## src/rtl/fifo_wr_arb.sv

```systemverilog
`default_nettype none
// ============================================================================
// Module      : fifo_wr_arb
// Description : Round-robin write arbiter in front of a single FIFO write port.
//               One requester owns the port at a time and may write up to
//               MAX_BURST beats per grant. Bursts stall on FIFO full, end early
//               when the owner drops its request, and are separated by
//               exactly one IDLE (arbitration) cycle.
// Revision    : 1.0  initial release
// ----------------------------------------------------------------------------
// Parameters
//   WIDTH      width of one FIFO write word
//   NREQ       number of write requesters (2..8)
//   MAX_BURST  maximum accepted beats per grant (1..16)
// Ports
//   clk        sole clock, rising edge
//   rst        synchronous active-high reset (priority over clr)
//   clr        synchronous active-high flush, same effect as rst
//   req        per-requester write request, bit i = requester i
//   data_in    requester i word at [i*WIDTH +: WIDTH]
//   full       FIFO full; 1 = no write accepted this cycle
//   gnt        registered one-hot grant, zero when no owner
//   ack        one-hot beat accept; ack[i] = word i written this cycle
//   wr_en      write strobe to FIFO write pointer and memory
//   wr_data    word written when wr_en = 1
//   busy       1 while a burst is in progress
// ============================================================================
module fifo_wr_arb #(
  parameter int WIDTH     = 8,
  parameter int NREQ      = 4,
  parameter int MAX_BURST = 4
) (
  input  logic                  clk,
  input  logic                  rst,
  input  logic                  clr,
  input  logic [NREQ-1:0]       req,
  input  logic [NREQ*WIDTH-1:0] data_in,
  input  logic                  full,
  output logic [NREQ-1:0]       gnt,
  output logic [NREQ-1:0]       ack,
  output logic                  wr_en,
  output logic [WIDTH-1:0]      wr_data,
  output logic                  busy
);

  // --------------------------------------------------------------------------
  // Constants
  // --------------------------------------------------------------------------
  localparam int IDXW = (NREQ > 1) ? $clog2(NREQ) : 1;
  localparam int CNTW = $clog2(MAX_BURST) + 1;

  localparam logic [0:0] ST_IDLE  = 1'b0;
  localparam logic [0:0] ST_BURST = 1'b1;

  localparam logic [CNTW-1:0] LAST_BEAT = CNTW'(MAX_BURST - 1);
  localparam logic [IDXW-1:0] LAST_IDX  = IDXW'(NREQ - 1);
  localparam logic [IDXW:0]   NREQ_EXT  = (IDXW + 1)'(NREQ);

  // --------------------------------------------------------------------------
  // State and next-state signals
  // --------------------------------------------------------------------------
  logic [0:0]      state,     state_nxt;
  logic [NREQ-1:0] gnt_nxt;
  logic [IDXW-1:0] gidx,      gidx_nxt;    // binary form of the current grant
  logic [IDXW-1:0] rr_ptr,    rr_nxt;      // first candidate of next arbitration
  logic [CNTW-1:0] beat_cnt,  cnt_nxt;

  logic            flush;
  logic            req_g;
  logic            sel_valid;
  logic [IDXW-1:0] sel_idx;
  logic [IDXW:0]   cand;

  logic [WIDTH-1:0] words [NREQ];

  assign flush = rst | clr;

  // --------------------------------------------------------------------------
  // Unpack the flat data bus into one word per requester
  // --------------------------------------------------------------------------
  for (genvar i = 0; i < NREQ; i++) begin : g_unpack
    assign words[i] = data_in[i*WIDTH +: WIDTH];
  end

  // --------------------------------------------------------------------------
  // Round-robin selector: scan offsets from rr_ptr downwards so that the
  // smallest offset (closest at or after rr_ptr, with wrap) is written last
  // and therefore wins.
  // --------------------------------------------------------------------------
  always_comb begin
    sel_valid = 1'b0;
    sel_idx   = '0;
    cand      = '0;
    for (int k = NREQ - 1; k >= 0; k--) begin
      cand = {1'b0, rr_ptr} + (IDXW + 1)'(k);
      if (cand >= NREQ_EXT) begin
        cand = cand - NREQ_EXT;
      end
      if (req[cand[IDXW-1:0]]) begin
        sel_valid = 1'b1;
        sel_idx   = cand[IDXW-1:0];
      end
    end
  end

  // --------------------------------------------------------------------------
  // FSM process 1: state register (flush dominates every other event)
  // --------------------------------------------------------------------------
  always_ff @(posedge clk) begin
    if (flush) begin
      state    <= ST_IDLE;
      gnt      <= '0;
      gidx     <= '0;
      rr_ptr   <= '0;
      beat_cnt <= '0;
    end else begin
      state    <= state_nxt;
      gnt      <= gnt_nxt;
      gidx     <= gidx_nxt;
      rr_ptr   <= rr_nxt;
      beat_cnt <= cnt_nxt;
    end
  end

  // --------------------------------------------------------------------------
  // FSM process 2: next-state logic
  // --------------------------------------------------------------------------
  always_comb begin
    state_nxt = state;
    gnt_nxt   = gnt;
    gidx_nxt  = gidx;
    rr_nxt    = rr_ptr;
    cnt_nxt   = beat_cnt;
    case (state)
      ST_IDLE: begin
        // A full FIFO blocks arbitration as well as writes, so a grant is
        // never issued that could not make progress.
        if (sel_valid && !full) begin
          state_nxt         = ST_BURST;
          gnt_nxt           = '0;
          gnt_nxt[sel_idx]  = 1'b1;
          gidx_nxt          = sel_idx;
          cnt_nxt           = '0;
        end
      end
      ST_BURST: begin
        if (!req_g || (wr_en && (beat_cnt == LAST_BEAT))) begin
          state_nxt = ST_IDLE;
          gnt_nxt   = '0;
          rr_nxt    = (gidx == LAST_IDX) ? '0 : gidx + 1'b1;
        end else if (wr_en) begin
          cnt_nxt = beat_cnt + 1'b1;
        end
      end
      default: begin
        state_nxt = ST_IDLE;
        gnt_nxt   = '0;
      end
    endcase
  end

  // --------------------------------------------------------------------------
  // FSM process 3: outputs. The write strobe is combinational so a beat is
  // accepted in the same cycle the owner presents it; flush suppresses it so
  // nothing is written while the block is being cleared.
  // --------------------------------------------------------------------------
  always_comb begin
    req_g   = req[gidx];
    wr_en   = 1'b0;
    ack     = '0;
    wr_data = '0;
    busy    = 1'b0;
    if (state == ST_BURST) begin
      wr_data = words[gidx];
      if (!flush) begin
        busy  = 1'b1;
        wr_en = req_g & ~full;
      end
    end
    if (wr_en) begin
      ack[gidx] = 1'b1;
    end
  end

endmodule
`default_nettype wire
```

## config.mk

```make
export PLATFORM = sky130hd
export DESIGN_NAME = fifo_wr_arb
export DESIGN_NICKNAME = d
export VERILOG_FILES = /design/src/rtl/fifo_wr_arb.sv
export SDC_FILE = /design/constraint.sdc
export NUM_CORES = 1
export LEC_CHECK = 0
export CAP_MARGIN = 20
export CORE_MARGIN = 10
export CORE_UTILIZATION = 40
export CTS_CLUSTER_DIAMETER = 80
export DETAILED_ROUTE_END_ITERATION = 8
export PLACE_DENSITY_LB_ADDON = 0.15
export SYNTH_ARGS = -nofsm -noshare
export SYNTH_HDL_FRONTEND = slang
export SYNTH_SLANG_ARGS = --single-unit
```

## constraint.sdc

```tcl
create_clock -name clk -period 3.66 [get_ports clk]
set_input_delay 1.098 -clock clk [delete_from_list [all_inputs] [get_ports clk]]
set_output_delay 1.098 -clock clk [all_outputs]
set_load 0.05 [all_outputs]
```

==> reports/results.txt, run 1 <==
In this run the worst hold path is classified as flip-flop to flip-flop. The run gives 31 as the count of cell types in the netlist. Setup repair after global routing left no endpoint under its margin. The run gives 3520 um as the routed wire length.

The clock period could shrink to 3.52 ns. Initial antenna violation count: 0. The number of input and output port buffers inserted was 57; the count of maximum capacitance violations was 0. The die extent in x is 69.4 um, and the sequential cell fraction of total power is 41.8%.

The DRC marker count from the first detailed-route iteration is 72, and the final weighted congestion in routability-driven placement is 0.788. For the final-report hold violation count, the log shows 0. The run finished with clean final reports.

The netlist area before placement was 976 um2. For this run, design rule violations remaining after detail routing come to 0. Total I/O pin count: 58.

Clock latency on the worst-skew pair: 0.27 ns. The final count of pins violating max slew is 0, and the overall die area is 4820 um2. Relative contribution of the clock network to total power: 24.4%. In this run the worst path has a maximum fanout of 5.

Synthesis produced a netlist with a net count of 149. The number of CTS-inserted buffers is 3, and the internal power contribution is 0.236 mW. The first global-routing pass estimated 5840 um of wire. Among all stages on the critical path, the largest delay is contributed by sky130_fd_sc_hd__clkdlybuf4s50_1. Post-CTS timing repair inserted 0 buffers for setup. The detailed-route vias per instance came out at 5.46. The logs give 0.000245 V for the largest vdd supply drop and 0 for the antenna diode count. The fraction of post-synthesis cell area in the top cell type by area came out at 24.6%. The clock tree root buffer cell is sky130_fd_sc_hd__clkbuf_4. The final net count was 215. The logs give 8 for the post-cts sizing count and 103 for the synthesized instance count. After legalization and detailed placement, the total HPWL measured 2950 um. The mean instance size in the synthesized netlist was 9.48 um2. The first detailed-routing pass took 4 iterations. From synthesis to final layout, the design area changed by 73.2%.

The run gives 24.6% as the portion of the post-synthesis area used by sequential elements. The tools report the sink count of the clock tree as 12. The synthesized design contains 12 register bits. For the initial core utilization, the log shows 42.9%. Entering global routing, the biggest net connects 15 pins. The cell type contributing the most total cell area after synthesis was sky130_fd_sc_hd__dfxtp_1.

The tools report the kind of capture point of the worst setup path as an output port. The final number of setup-violating endpoints was 0. The number of levels the H-tree was split into is 1, and the filler cell count is 168. The number of rows in the core area was 17; the floorplan core area was 2280 um2.

The tightest hold path in the finished design has a slack of 0.479 ns. The post-route netlist has 25.7% of its cells at a drive strength greater than 1. The count of nets left with antenna violations once routing finished came out at 0. Across every metal layer, demand over resource in global routing totals 14.4%. The combinational cell fraction of total power is 33.9%, and the fraction of the cycle the final worst path needs is 96.1%. The critical path's largest stage delay is 0.44 ns.

The maximum operating frequency was 284 MHz; the data arrival time of the critical path was 2.42 ns. In this run the power spent charging and discharging nets is 0.0914 mW. Summed over all layers, the global routing overflow is 0. Power spread over the standard cell area amounts to 194 nW/um2. The run gives 1124 as the via count of the first global-routing pass. The number of hold buffers added after CTS was 0. The die is 69.4 um tall.

In this run switching power makes up 27.9% of total power. The critical path goes through clkdlybuf4s50_1 -> nor2_1 -> and2_1 -> and3b_2 -> and2_4 -> buf_12. At the pin with the least slew margin, the transition time is 0.569 ns.

For the worst setup path, the data required time is 2.56 ns. For this design the static power due to leakage is 0.661 nW. After synthesis, the cell types taking the most area are sky130_fd_sc_hd__dfxtp_1 25%, sky130_fd_sc_hd__mux4_2 21%, sky130_fd_sc_hd__and2_1 9.0%, sky130_fd_sc_hd__ha_1 7.7%, sky130_fd_sc_hd__o21ai_0 4.1%. For the count of warnings emitted by yosys, the log shows 0.

The clock slew seen by the registers of the worst setup and hold paths is 0.07 ns. Detailed-route via count: 1065. By startpoint and endpoint, the worst setup path is classified as input port to output port.

Between clock sinks in the finished design, the worst skew comes to 0.00277 ns. The final routed wire length divided by cell count was 18.0 um; the number of buffers on the longest clock path was 2. After routing the design area is 1690 um2. TritonCTS built the clock tree. STA classifies the critical path startpoint as an input port. The worst pin sits at a relative slew slack of 62.0%.

Summing all placed instances gives a cell area of 1670 um2.
==> layout by cell type, fill, tap and decap left out, types with 2 or more instances in the layout <==
master                             n
sky130_fd_sc_hd__a21oi_1           4
sky130_fd_sc_hd__a22o_1            2
sky130_fd_sc_hd__a32o_1            2
sky130_fd_sc_hd__and2_1           10
sky130_fd_sc_hd__and2_4            4
sky130_fd_sc_hd__buf_12            6
sky130_fd_sc_hd__buf_4            17
sky130_fd_sc_hd__clkbuf_4          3
sky130_fd_sc_hd__clkdlybuf4s50_1  39
sky130_fd_sc_hd__dfxtp_1          12
sky130_fd_sc_hd__dlygate4sd2_1     4
sky130_fd_sc_hd__ha_1              6
sky130_fd_sc_hd__inv_1             5
sky130_fd_sc_hd__mux4_2            9
sky130_fd_sc_hd__nand2_1           5
sky130_fd_sc_hd__nand2b_1          3
sky130_fd_sc_hd__nand3_1           2
sky130_fd_sc_hd__nand4_1           4
sky130_fd_sc_hd__nor2_1            6
sky130_fd_sc_hd__o21ai_0           8
sky130_fd_sc_hd__or2_1             2
sky130_fd_sc_hd__or2_2             2
==> power groups by stage <==
stage          registers, mW  clock network, mW  logic (mW)
2_1_floorplan          0.141                  0      0.0473
3_3_place_gp           0.140                  0       0.108
3_5_place_dp           0.140                  0       0.112
4_1_cts                0.137             0.0809       0.111
5_1_grt                0.137             0.0867       0.119
6_report               0.137             0.0797       0.111
==> sequential cells by signal, summed over array words and instances, names as in the netlist <==
name / cells
rr_ptr: 2
beat_cnt: 3
gidx: 2
state: 1
gnt: 4
==> worst max-delay path: cells and delay by family <==
family	cells	cell delay, ns
buf+inv	2	0.57
simple gates	4	0.75
==> cells by family (layout without fill, tap and decap cells) <==
group / Yosys count / after routing / share of synthesized area (%)
flops: 12 / 12 / 24.6
mux: 10 / 10 / 21.8
compound gates: 20 / 20 / 13.3
simple gates: 45 / 45 / 27.8
buf+inv: 10 / 74 / 4.74
fa+ha+maj: 6 / 6 / 7.69
==> layer usage <==
| metal | share of wire (%) | GRT usage, % | vias to the layer above |
|---|---|---|---|
| met5 | 0 | 0 | - |
| met4 | 0.60 | 2.66 | 0 |
| met3 | 9.5 | 4.56 | 6 |
| met2 | 48 | 25.0 | 48 |
| met1 | 42 | 16.8 | 501 |
| li1 | - | - | 510 |
==> per-stage QoR <==
stage | util (%) | setup WS, ns | power [mW] | cells | TNS, ns
3_3_place_gp | 73.3 | -0.0521 | 0.248 | 192 | -0.208
5_1_grt | 74.3 | 0.0258 | 0.343 | 195 | 0
2_1_floorplan | - | 0.0724 | 0.188 | 103 | 0
4_1_cts | 74.3 | 0.128 | 0.329 | 195 | 0
3_5_place_dp | 73.3 | -0.0797 | 0.252 | 192 | -0.306
6_report | 74.3 | 0.142 | 0.327 | 195 | 0
==> cell type report <==
class / instances / area (um2) / share of cell area (%)
sequential: 12 / 240 / 14.2
timing repair buffer: 66 / 673 / 39.8
tap: 28 / 35.0 / 2.07
clock buffer: 3 / 22.5 / 1.33
inverter: 5 / 18.8 / 1.11
multi-input combinational: 81 / 701 / 41.5
==> final timing paths <==
check        startpoint     end  slack [ns]  depth (start not counted)
min reg2reg      gnt[0]  gnt[0]        0.48                          1
max reg2reg     gidx[0]  gnt[1]        1.82                          5
max                 clr  ack[0]        0.14                          6
min              gnt[0]  gnt[0]        0.48                          1
==> cell usage after synthesis <==
library cell               count
sky130_fd_sc_hd__nand2b_1      3
sky130_fd_sc_hd__or3_1         1
sky130_fd_sc_hd__and3b_1       1
sky130_fd_sc_hd__nor4_4        1
sky130_fd_sc_hd__a311oi_1      1
sky130_fd_sc_hd__nand4_1       4
sky130_fd_sc_hd__clkbuf_1      3
sky130_fd_sc_hd__nor2_1        6
sky130_fd_sc_hd__inv_1         5
sky130_fd_sc_hd__nor3_1        1
sky130_fd_sc_hd__nor2b_1       1
sky130_fd_sc_hd__a21oi_1       4
sky130_fd_sc_hd__nand3_1       2
sky130_fd_sc_hd__o31ai_1       1
sky130_fd_sc_hd__buf_6         1
sky130_fd_sc_hd__buf_2         1
sky130_fd_sc_hd__or2_1         2
sky130_fd_sc_hd__mux4_2        9
sky130_fd_sc_hd__or4b_1        1
sky130_fd_sc_hd__a31o_1        1
sky130_fd_sc_hd__nor4_1        1
sky130_fd_sc_hd__dfxtp_1      12
sky130_fd_sc_hd__o21ai_0       8
sky130_fd_sc_hd__ha_1          6
sky130_fd_sc_hd__nand2_1       5
sky130_fd_sc_hd__mux2i_1       1
sky130_fd_sc_hd__a21boi_1      1
sky130_fd_sc_hd__and2_1       14
sky130_fd_sc_hd__a32o_1        2
sky130_fd_sc_hd__or2_2         2
sky130_fd_sc_hd__a22o_1        2
No activity file was read; power rests on OpenSTA's default activity.
==> inputs of run 2 (changes only) <==
--- a/config.mk
+++ b/config.mk
@@ -11,6 +11,7 @@
 export CTS_CLUSTER_DIAMETER = 80
 export DETAILED_ROUTE_END_ITERATION = 8
 export PLACE_DENSITY_LB_ADDON = 0.15
+export SLEW_MARGIN = 40
 export SYNTH_ARGS = -nofsm -noshare
 export SYNTH_HDL_FRONTEND = slang
 export SYNTH_SLANG_ARGS = --single-unit
==> results of run 2 <==
Same layout as run 1: the final DEF is identical, and so are final timing and power.
==> inputs of run 3 (changes only) <==
--- a/config.mk
+++ b/config.mk
@@ -6,8 +6,10 @@
 export NUM_CORES = 1
 export LEC_CHECK = 0
 export CAP_MARGIN = 20
+export CELL_PAD_IN_SITES_DETAIL_PLACEMENT = 1
+export CELL_PAD_IN_SITES_GLOBAL_PLACEMENT = 1
 export CORE_MARGIN = 10
-export CORE_UTILIZATION = 40
+export CORE_UTILIZATION = 28
 export CTS_CLUSTER_DIAMETER = 80
 export DETAILED_ROUTE_END_ITERATION = 8
 export PLACE_DENSITY_LB_ADDON = 0.15
==> constraint.sdc (replaced) <==
create_clock -name clk -period 4.5 [get_ports clk]
set_input_delay 1.35 -clock clk [delete_from_list [all_inputs] [get_ports clk]]
set_output_delay 1.35 -clock clk [all_outputs]
set_load 0.05 [all_outputs]
==> run 3 against run 2 <==
  * Sequential power fell by 19%
  * Sequential share of layout area rose by 0.13 points
  * Combinational power fell by 21%
  * Largest power group unchanged
  * Final cell count rose by 6.7%
==> reports/results.txt, run 3 (synthesis results as in run 1) <==
The run finished with clean final reports. The total area of sequential cells was 240 um2 (unchanged). The number of standard cells in the layout, taps in and fillers out is 208 (+6.7%). The kind of cell with the highest combined delay on the critical path was buffers and inverters. The startpoint identified for the worst hold timing path is gnt[0]. The number of cells on the worst hold path works out to 1 (unchanged). The switching share of total power is 27.2% (-0.78 points). The data arrival time of the critical path came out at 3.01 ns (+0.59 ns). The internal power contribution was 0.209 mW (-12%). The DRC marker count from the first detailed-route iteration was 24 (-67%). The run gives 0 (unchanged) as the number of antenna-violating nets in the routed design.

Setup repair after global routing left no endpoint under its margin. The required time of the critical path was 3.15 ns (+0.59 ns). The logs give 0 (unchanged) for the initial antenna violation count and 402 (+140%) for the filler cell count. Relative to the synthesized area, the layout overhead comes to 71.7%. The die extent in x came out at 79.0 um (+14%). The tools report the combinational cell fraction of total power as 30.7% (-3.2 points).

Internal reg-to-reg setup slack: 2.54 ns (+0.72 ns). CTS placed an instance of sky130_fd_sc_hd__clkbuf_4 at the clock tree root. The tools report the wire length of the first global-routing pass as 5730 um (-2.0%).

The share of cells above drive strength 1 is 20.4% (-5.4 points), and the number of input and output port buffers inserted is 57 (unchanged). The largest registers in the layout are gnt x4, beat_cnt x3. The clock latency on the worst-skew pair is 0.28 ns (about the same), and the clock slew seen by the registers of the worst setup and hold paths is 0.07 ns (about the same). The worst register-to-register path ends at gnt[3]. The logs give 3150 um (+6.9%) for the placed wire-length estimate after detailed placement and 0.628 nW (-5.0%) for the total leakage power. The detailed-route via count was 1058 (-0.66%); the power dissipated by switching net loads was 0.0777 mW (-15%). The number of flip-flops in the largest register was 4 (unchanged); the number of remaining DRC errors was 0 (unchanged). The library cell used most frequently in the layout, excluding fill and tap cells, is sky130_fd_sc_hd__clkdlybuf4s50_1.

The sink count of the clock tree came out at 12 (unchanged). TritonCTS built the clock tree. The worst flop-to-flop path startpoint is gidx[1]. The depth of the worst register-to-register path came out at 4 (-1). The slew at the pin with the worst max-slew slack was 0.607 ns (+0.0383 ns). The detailed-route vias per instance came out at 5.09 (-6.9%). Largest vdd supply drop: 0.000160 V (-35%). Worst hold path endpoint: gnt[0]. For the largest net degree at the start of global routing, the log shows 15 (unchanged). The tools report the final-report hold violation count as 0 (unchanged). The iteration count of the initial detailed-routing pass is 4 (unchanged). The total buffers and inverters traversed by the critical path was 2 (unchanged); the via count of the first global-routing pass was 1140 (+1.4%).

The sequential cell fraction of total power was 38.8% (-3.0 points). The tools report the number of CTS-inserted buffers as 3 (unchanged). Antenna diode count: 0 (unchanged).

In the layout the commonest cells are 43 x sky130_fd_sc_hd__clkdlybuf4s50_1, 14 x sky130_fd_sc_hd__and2_1, 12 x sky130_fd_sc_hd__dfxtp_1, 11 x sky130_fd_sc_hd__buf_4, 9 x sky130_fd_sc_hd__mux4_2. The run gives 49.8% (-24 points) as the final cell utilization of the core. The post-cts sizing count is 0 (-8). The maximum operating frequency was 229 MHz. The area used by multi-input combinational logic is 689 um2 (-1.6%), and the global-route usage over all layers is 11.4% (-2.9 points). The number of buffers inserted to repair setup after CTS is 0 (unchanged). The final net count came out at 209 (-2.8%). STA classifies the critical path endpoint as an output port.

The run gives 0 (unchanged) as the final count of pins violating max slew. The final routed wire length divided by cell count is 17.7 um (-1.7%), and the overall die area is 6250 um2 (+30%). The final number of setup-violating endpoints is 0 (unchanged), and the fraction of the cycle the final worst path needs is 96.9%. For the setup skew after layout, the log shows 0.00129 ns (-0.00148 ns). The tightest slew margin relative to the limit was 59.5% (-2.6 points); the final period demand of the worst path was 4.36 ns. The largest fanout on the critical path was 6 (+1). The cell with the largest stage delay on the worst path is sky130_fd_sc_hd__mux4_2. The worst hold path belongs to the class flip-flop to flip-flop. The critical path's largest stage delay is 0.55 ns (+0.11 ns), and the total overflow reported by the global router is 0 (unchanged). The cell count after placement was 204 (+6.3%). For the routed wire length, the log shows 3690 um (+4.9%). The number of buffers on the longest clock path came out at 2 (unchanged). The critical path is of the input port to output port type.

The run gives 58 (unchanged) as the total I/O pin count. The logs give 0 (unchanged) for the count of maximum capacitance violations and 0.733 (-7.0%) for the final weighted congestion in routability-driven placement. The tools report the number of rows in the core area as 21 (+4).

The signal on the critical path passes through clkdlybuf4s50_1 -> mux4_2 -> and3b_1 -> and2_1 -> buf_12. The register with the most flip-flops in the final layout is gnt. The ratio of total power to cell area is 171 nW/um2 (-12%). The vertical die dimension was 79.0 um (+14%). The run gives 3360 um2 (+48%) as the floorplan core area.

Total negative slack for setup checks: 0 ns (unchanged). The initial core utilization was 29.0% (-14 points). Startpoint class of the critical path: an input port.

The relative contribution of the clock network to total power is 30.5% (+6.1 points), and the number of hold buffers added after cts is 0 (unchanged). The tools report the number of levels the H-tree was split into as 1 (unchanged).
==> run 3: cell count changes in the layout (fill, tap and decap cells not counted) <==
cell,before,now
sky130_fd_sc_hd__clkdlybuf4s50_1,39,43
sky130_fd_sc_hd__dlygate4sd2_1,4,0
sky130_fd_sc_hd__and2_1,10,14
sky130_fd_sc_hd__and2_4,4,0
sky130_fd_sc_hd__and3b_1,0,1
sky130_fd_sc_hd__clkbuf_8,0,1
sky130_fd_sc_hd__and3b_2,1,0
sky130_fd_sc_hd__buf_4,17,11
==> run 3: worst register-to-register path: stages, from the launching register on <==
cell                      delay [ns]
sky130_fd_sc_hd__dfxtp_1        0.71
sky130_fd_sc_hd__mux4_2         0.65
sky130_fd_sc_hd__nand2_1        0.10
sky130_fd_sc_hd__a21oi_1        0.12
sky130_fd_sc_hd__a22o_1         0.27
==> run 3: power by group through the flow <==
| stage | Sequential (mW) | Combinational (mW) | Clock (mW) |
|---|---|---|---|
| floorplan | 0.114 | 0.0384 | 0 |
| finish | 0.111 | 0.0878 | 0.0873 |
| global route | 0.112 | 0.0941 | 0.0945 |
| CTS | 0.111 | 0.0889 | 0.0872 |
| detailed placement | 0.114 | 0.0882 | 0 |
| global placement | 0.114 | 0.0856 | 0 |
==> run 3: area by class of cell <==
cell class / count / area share (%)
Timing Repair Buffer: 60 / 37.8
Inverter: 5 / 1.12
Tap cell: 46 / 3.44
Clock buffer: 4 / 2.17
Multi-Input combinational cell: 81 / 41.2
Sequential cell: 12 / 14.3
==> run 3: how the worst max path moves through the flow <==
| stage | start | to | slack, ns | cells after the start |
|---|---|---|---|---|
| floorplan | clr | ack[0] | 0.12 | 4 |
| global placement | req[2] | ack[2] | 0.20 | 5 |
| detailed placement | req[2] | ack[1] | 0.15 | 5 |
| CTS | req[2] | ack[1] | 0.13 | 5 |
| global route | req[2] | ack[1] | 0.08 | 5 |
| finish | req[2] | ack[1] | 0.14 | 5 |
==> run 3: per-layer routing <==
layer | global-route usage [%] | share of wire [%] | wire length [um]
met5 | 0 | 0 | 0
met2 | 19.7 | 45 | 1650
met4 | 3.23 | 1.0 | 38
met1 | 13.6 | 47 | 1750
met3 | 3.04 | 6.8 | 252
==> run 3: through the flow <==
step,cell area (um2),worst slack (ns),hold slack [ns],total power [mW]
5_1_grt,1680,0.0801,0.516,0.300
2_1_floorplan,976,0.124,0.454,0.153
4_1_cts,1680,0.135,0.493,0.287
3_5_place_dp,1640,0.150,0.473,0.202
6_report,1680,0.138,0.492,0.286
3_3_place_gp,1640,0.195,0.455,0.199
